## src/rtl/fp_pkg.sv

```systemverilog
// Shared widths and mantissa types for the floating-point adder datapath.
package fp_pkg;
    localparam int MANT_W = 23;
    localparam int EXP_W  = 8;

    typedef logic [MANT_W-1:0] mant_t;
    typedef logic [MANT_W:0]   mant_sum_t;
endpackage

```

## src/rtl/fpbus.sv

```systemverilog
// Connection bundle between alignment, mantissa ALU and normalization stages.
interface fpbus;
    import fp_pkg::*;

    logic      clk;
    logic      rst_n;
    logic      signA;
    logic      signB;
    mant_t     alignedMantissaA;
    mant_t     alignedMantissaB;
    mant_t     alignedResult;
    logic      alignedSign;
    logic      carryOut;
    mant_t     aluResultQ;
    logic      aluSignQ;
    logic      aluCarryQ;

    modport alu (
        input  clk,
        input  rst_n,
        input  signA,
        input  signB,
        input  alignedMantissaA,
        input  alignedMantissaB,
        output alignedResult,
        output alignedSign,
        output carryOut,
        output aluResultQ,
        output aluSignQ,
        output aluCarryQ
    );
endinterface

```

## src/rtl/alu_addsub.sv

```systemverilog
// Combinational sign-magnitude add/subtract of two aligned mantissas.
module alu_addsub #(
    parameter int MANT_W = fp_pkg::MANT_W
) (
    input  logic              sign_a,
    input  logic              sign_b,
    input  logic [MANT_W-1:0] mant_a,
    input  logic [MANT_W-1:0] mant_b,
    output logic [MANT_W-1:0] result,
    output logic              sign,
    output logic              carry
);
    logic            same_sign;
    logic            a_gt_b;
    logic            b_gt_a;
    logic [MANT_W:0] sum_full;
    logic [MANT_W-1:0] diff;

    assign same_sign = ~(sign_a ^ sign_b);
    assign a_gt_b    = mant_a > mant_b;
    assign b_gt_a    = mant_b > mant_a;
    assign sum_full  = {1'b0, mant_a} + {1'b0, mant_b};

    // Always subtract the smaller magnitude so no borrow can occur; equal gives 0.
    assign diff = a_gt_b ? (mant_a - mant_b) : (mant_b - mant_a);

    // Ternaries rather than if/else so unknown inputs stay visible on the outputs.
    assign result = same_sign ? sum_full[MANT_W-1:0] : diff;
    assign sign   = same_sign ? sign_a :
                    a_gt_b    ? sign_a :
                    b_gt_a    ? sign_b : 1'b0;
    assign carry  = same_sign & sum_full[MANT_W];
endmodule

```

## src/rtl/alu.sv

```systemverilog
// Mantissa ALU: combinational add/sub plus a one-cycle output register bank.
module alu #(
    parameter int MANT_W = fp_pkg::MANT_W
) (
    fpbus.alu bus
);
    logic [MANT_W-1:0] result_next;
    logic              sign_next;
    logic              carry_next;
    logic [MANT_W-1:0] result_reg;
    logic              sign_reg;
    logic              carry_reg;

    alu_addsub #(.MANT_W(MANT_W)) u_addsub (
        .sign_a (bus.signA),
        .sign_b (bus.signB),
        .mant_a (bus.alignedMantissaA),
        .mant_b (bus.alignedMantissaB),
        .result (result_next),
        .sign   (sign_next),
        .carry  (carry_next)
    );

    always_ff @(posedge bus.clk or negedge bus.rst_n) begin
        if (!bus.rst_n) begin
            result_reg <= '0;
            sign_reg   <= 1'b0;
            carry_reg  <= 1'b0;
        end else begin
            result_reg <= result_next;
            sign_reg   <= sign_next;
            carry_reg  <= carry_next;
        end
    end

    assign bus.alignedResult = result_next;
    assign bus.alignedSign   = sign_next;
    assign bus.carryOut      = carry_next;
    assign bus.aluResultQ    = result_reg;
    assign bus.aluSignQ      = sign_reg;
    assign bus.aluCarryQ     = carry_reg;
endmodule

```

## src/flat_wrapper.sv

```systemverilog
// flat-port wrapper written by rule: the top's interface ports become plain ports
module alu_flat 
#(
    parameter int MANT_W = fp_pkg::MANT_W
)
  (bus_clk, bus_rst_n, bus_signA, bus_signB, bus_alignedMantissaA, bus_alignedMantissaB, bus_alignedResult, bus_alignedSign, bus_carryOut, bus_aluResultQ, bus_aluSignQ, bus_aluCarryQ);
  fpbus bus_i ();
  input wire logic [$bits(bus_i.clk)-1:0] bus_clk;
  input wire logic [$bits(bus_i.rst_n)-1:0] bus_rst_n;
  input wire logic [$bits(bus_i.signA)-1:0] bus_signA;
  input wire logic [$bits(bus_i.signB)-1:0] bus_signB;
  input wire logic [$bits(bus_i.alignedMantissaA)-1:0] bus_alignedMantissaA;
  input wire logic [$bits(bus_i.alignedMantissaB)-1:0] bus_alignedMantissaB;
  output wire logic [$bits(bus_i.alignedResult)-1:0] bus_alignedResult;
  output wire logic [$bits(bus_i.alignedSign)-1:0] bus_alignedSign;
  output wire logic [$bits(bus_i.carryOut)-1:0] bus_carryOut;
  output wire logic [$bits(bus_i.aluResultQ)-1:0] bus_aluResultQ;
  output wire logic [$bits(bus_i.aluSignQ)-1:0] bus_aluSignQ;
  output wire logic [$bits(bus_i.aluCarryQ)-1:0] bus_aluCarryQ;
  assign bus_i.clk = bus_clk;
  assign bus_i.rst_n = bus_rst_n;
  assign bus_i.signA = bus_signA;
  assign bus_i.signB = bus_signB;
  assign bus_i.alignedMantissaA = bus_alignedMantissaA;
  assign bus_i.alignedMantissaB = bus_alignedMantissaB;
  assign bus_alignedResult = bus_i.alignedResult;
  assign bus_alignedSign = bus_i.alignedSign;
  assign bus_carryOut = bus_i.carryOut;
  assign bus_aluResultQ = bus_i.aluResultQ;
  assign bus_aluSignQ = bus_i.aluSignQ;
  assign bus_aluCarryQ = bus_i.aluCarryQ;
  alu #(.MANT_W(MANT_W)) u_core (.bus(bus_i));
endmodule
```

## config.mk

```make
export PLATFORM = sky130hd
export DESIGN_NAME = alu_flat
export DESIGN_NICKNAME = d
export VERILOG_FILES = /design/src/rtl/fp_pkg.sv /design/src/rtl/fpbus.sv /design/src/rtl/alu_addsub.sv /design/src/rtl/alu.sv /design/src/flat_wrapper.sv
export SDC_FILE = /design/constraint.sdc
export NUM_CORES = 1
export LEC_CHECK = 0
export CAP_MARGIN = 40
export CORE_MARGIN = 10
export CORE_UTILIZATION = 38
export CTS_CLUSTER_SIZE = 30
export DETAILED_ROUTE_END_ITERATION = 6
export GPL_TIMING_DRIVEN = 0
export HOLD_SLACK_MARGIN = 0.05
export PLACE_DENSITY = 0.62
export RECOVER_POWER = 25
export SLEW_MARGIN = 5
export SYNTH_ARGS = -nofsm -noshare
export SYNTH_HDL_FRONTEND = slang
export SYNTH_HIERARCHICAL = 1
export SYNTH_SLANG_ARGS = --single-unit
```

## constraint.sdc

```tcl
create_clock -name bus_clk -period 6.4 [get_ports bus_clk]
set_input_delay 1.28 -clock bus_clk [delete_from_list [all_inputs] [get_ports bus_clk]]
set_output_delay 1.28 -clock bus_clk [all_outputs]
set_load 0.02 [all_outputs]
```

==> reports/results.tsv <==
metric	value	unit
final.hold.worst_slack	1.35	ns
timing.critical_path.arrival	4.93	ns
cts-buffers-inserted	3	
dr_wl_met3	907	microns
clkSlewWorstSetupHoldPaths	0.10	ns
post_layout_nonfiller_instances	786	
ys_ff_latch	25	
max-vdd-ir-drop	0.112	mV
highest-signal-layer	met4	
numPortBuffers	99	
avgRoutedWirePerCell	18.2	microns
tritoncts_num_sinks	25	
worst_slew_pin_slew	1.51	ns
via_count	4340	
route.detailed.drc	0	
detailedRoute.firstIterationViolations	317	
static-leakage-power	2.59	nW
antenna-diode-count	0	
grt_use_total	17.5	%
met2RoutedLength	6.79	mm
maxSlewHeadroom	-0.850	%
synth_cell_type_count	66	
floorplan.initialDensity	38.8	%
core-area	10800	sq um
placement.cell_area	5340	sq um
root_buffer	sky130_fd_sc_hd__clkbuf_8	
timing.final.max_slew_violations	26	
grt_pass1_vias	4325	
dieWidth	125	microns
grt_setup_unrepaired	false	
dp_cells	780	
setup.worst_path.end_class	output port	
grt_pass1_wl	23.0	mm
setup.worst_path.class	in -> out	
area_growth	30.7	%
h-tree-depth	1	
final_critical_path_setup_slack	0.186	ns
critPathLaunchType	input pin	
final_common_cell	sky130_fd_sc_hd__clkdlybuf4s50_1	
number_of_antenna_violating_nets_in_the_routed_design	0	
maxCapViolations	1	
period_needed	6.21	ns
commonest_cells_after_routing_fill_and_taps_aside	88 x sky130_fd_sc_hd__clkdlybuf4s50_1, 70 x sky130_fd_sc_hd__inv_1, 69 x sky130_fd_sc_hd__ha_1, 58 x sky130_fd_sc_hd__a21oi_1, 40 x sky130_fd_sc_hd__nor2_1	
cts_hold_bufs	0	
dp.final_hpwl	11.6	mm
cellPowerDensity	189	nW/um^2
gp_congestion	0.878	
fp.dieArea	15600	sq um
status	finished with violations	
synth_area_per_cell	7.73	sq um
worst_path_maximum_fanout	4	
min_path_type	in -> async	
synthCells	541	
grt_antenna_before_repair	0	
finalNetCount	769	
drt-met1-wl	6.36	mm
finalHoldViolCount	0	
max-clock-path-buffers	2	
global_route.overflow_total	0	
detail_route.wirelength	14.3	mm
num_io_pins	100	
grt_max_degree	26	
finalCoreUtilization	50.7	%
avgViaCountPerCell	5.52	
mappedNetlistNets	663	
fmaxAchievable	161	MHz
drive_gt1_share	7.28	%
cts_tree	done	
setup-violations-final	0	
die-height	125	microns
fin_area	5470	sq um
synth.yosys.warnings	6	
worstPathRequired	5.12	ns
dpl_worst_slack	-0.294	ns
synth_async_sr_flop_share	100	%
synth_ff_type	sky130_fd_sc_hd__dfrtp_1	
std_cell_rows	38	
synth-edff-count	0	
synth-seq-area-share	15.0	%
failed_checks	max-capacitance violations, max-slew violations	
detail_route.first_pass.iterations	5	
synth_area	4180	sq um
finalCritPeriodShare	97.1	%
==> state kept, by name (all words and copies together), names as in the netlist <==
register	cells
u_core/bus.aluSignQ	1
u_core/bus.aluCarryQ	1
u_core/bus.aluResultQ	23
==> worst max path at each step <==
stage	from	end	slack, ns	depth (start not counted)
after floorplan	bus_alignedMantissaA[4]	bus_alignedResult[20]	1.39	11
after global placement	bus_alignedMantissaA[1]	bus_carryOut	-0.23	13
after detailed placement	bus_alignedMantissaA[1]	bus_carryOut	-0.29	13
after CTS	bus_alignedMantissaA[1]	bus_alignedResult[22]	0.04	13
after global routing	bus_alignedMantissaA[12]	bus_alignedResult[20]	0.01	14
final	bus_alignedMantissaA[1]	bus_alignedResult[22]	0.19	13
==> critical path: stages <==
cell and delay (ns):
sky130_fd_sc_hd__clkdlybuf4s50_1 0.57, sky130_fd_sc_hd__inv_1 0.14, sky130_fd_sc_hd__fa_1 0.47, sky130_fd_sc_hd__o21ba_2 0.21, sky130_fd_sc_hd__nor2_1 0.19, sky130_fd_sc_hd__a221oi_1 0.13
sky130_fd_sc_hd__o21bai_1 0.23, sky130_fd_sc_hd__a21o_1 0.22, sky130_fd_sc_hd__a21oi_2 0.12, sky130_fd_sc_hd__o41ai_2 0.30, sky130_fd_sc_hd__o211ai_1 0.18, sky130_fd_sc_hd__xor2_1 0.24
sky130_fd_sc_hd__clkdlybuf4s50_1 0.65
==> kinds of logic (layout without fill, tap and decap cells) <==
family | Yosys count | in the layout | synth area share [%]
XOR/XNOR | 23 | 23 | 4.82
multiplexers | 8 | 8 | 1.97
buffers and inverters | 97 | 202 | 10.2
adder cells (fa/ha/maj) | 72 | 72 | 22.1
AND/OR/NAND/NOR | 130 | 130 | 15.6
flip-flops | 25 | 25 | 15.0
AO/OA/AOI/OAI | 186 | 186 | 30.4
==> cell usage after synthesis (4+ instances only) <==
library cell / n / share of area (%)
sky130_fd_sc_hd__mux2i_1: 6 / 1.4
sky130_fd_sc_hd__inv_1: 70 / 6.3
sky130_fd_sc_hd__a21o_1: 14 / 2.5
sky130_fd_sc_hd__or3_1: 7 / 1.0
sky130_fd_sc_hd__nor2b_1: 7 / 1.0
sky130_fd_sc_hd__o311a_1: 4 / 0.96
sky130_fd_sc_hd__nor3_1: 11 / 1.3
sky130_fd_sc_hd__ha_1: 69 / 21
sky130_fd_sc_hd__o211ai_1: 8 / 1.4
sky130_fd_sc_hd__o22ai_1: 4 / 0.60
sky130_fd_sc_hd__buf_4: 8 / 1.4
sky130_fd_sc_hd__nand3_1: 4 / 0.48
sky130_fd_sc_hd__nor4_1: 4 / 0.60
sky130_fd_sc_hd__xor2_1: 4 / 0.84
sky130_fd_sc_hd__a211oi_1: 8 / 1.4
sky130_fd_sc_hd__buf_2: 6 / 0.72
sky130_fd_sc_hd__nand2_1: 30 / 2.7
sky130_fd_sc_hd__o21bai_1: 10 / 1.8
sky130_fd_sc_hd__a21oi_1: 60 / 7.2
sky130_fd_sc_hd__xnor2_1: 19 / 4.0
sky130_fd_sc_hd__nand2b_1: 9 / 1.3
sky130_fd_sc_hd__nor2_1: 41 / 3.7
sky130_fd_sc_hd__a211o_1: 4 / 0.84
sky130_fd_sc_hd__clkbuf_1: 9 / 0.81
sky130_fd_sc_hd__o31ai_1: 6 / 1.1
sky130_fd_sc_hd__o21ai_1: 5 / 0.60
sky130_fd_sc_hd__o21ai_0: 22 / 2.6
sky130_fd_sc_hd__nand4_1: 7 / 1.0
sky130_fd_sc_hd__a31oi_1: 5 / 0.75
sky130_fd_sc_hd__dfrtp_1: 25 / 15
sky130_fd_sc_hd__o21a_1: 8 / 1.4
==> per-stage QoR <==
stage	total power (W)	TNS (ns)
after floorplan	0.000622	0
after global placement	0.000930	-0.458
after detailed placement	0.000933	-0.635
after CTS	0.00105	0
after global routing	0.00111	0
final	0.00103	0
==> cell type report <==
cell class / count / area (sq um)
fill: 1078 / 5330
multi-input combinational: 419 / 3180
timing repair buffer: 101 / 1010
sequential: 25 / 626
inverter: 70 / 263
tap: 140 / 175
buffer: 27 / 165
clock buffer: 4 / 45.0
==> where the power goes <==
group | switching (W) | total, W | internal, W
combinational | 0.000408 | 0.000720 | 0.000312
sequential | 0.0000101 | 0.000210 | 0.000199
clock | 0.0000592 | 0.000104 | 0.0000449
==> layer usage <==
metal	global-route usage (%)	vias up
li1	-	2108
met1	22.5	2063
met2	29.2	152
met3	3.15	17
met4	4.54	0
met5	0	-
==> repair_timing <==
action	4_1_cts	5_1_grt
cloned	0	0
pin swaps	0	1
endpoints found under the hold margin	0	0
setup endpoints to repair	5	12
buffers inserted	0	2
resized for setup	7	14
(Power assumes the default switching activity.)
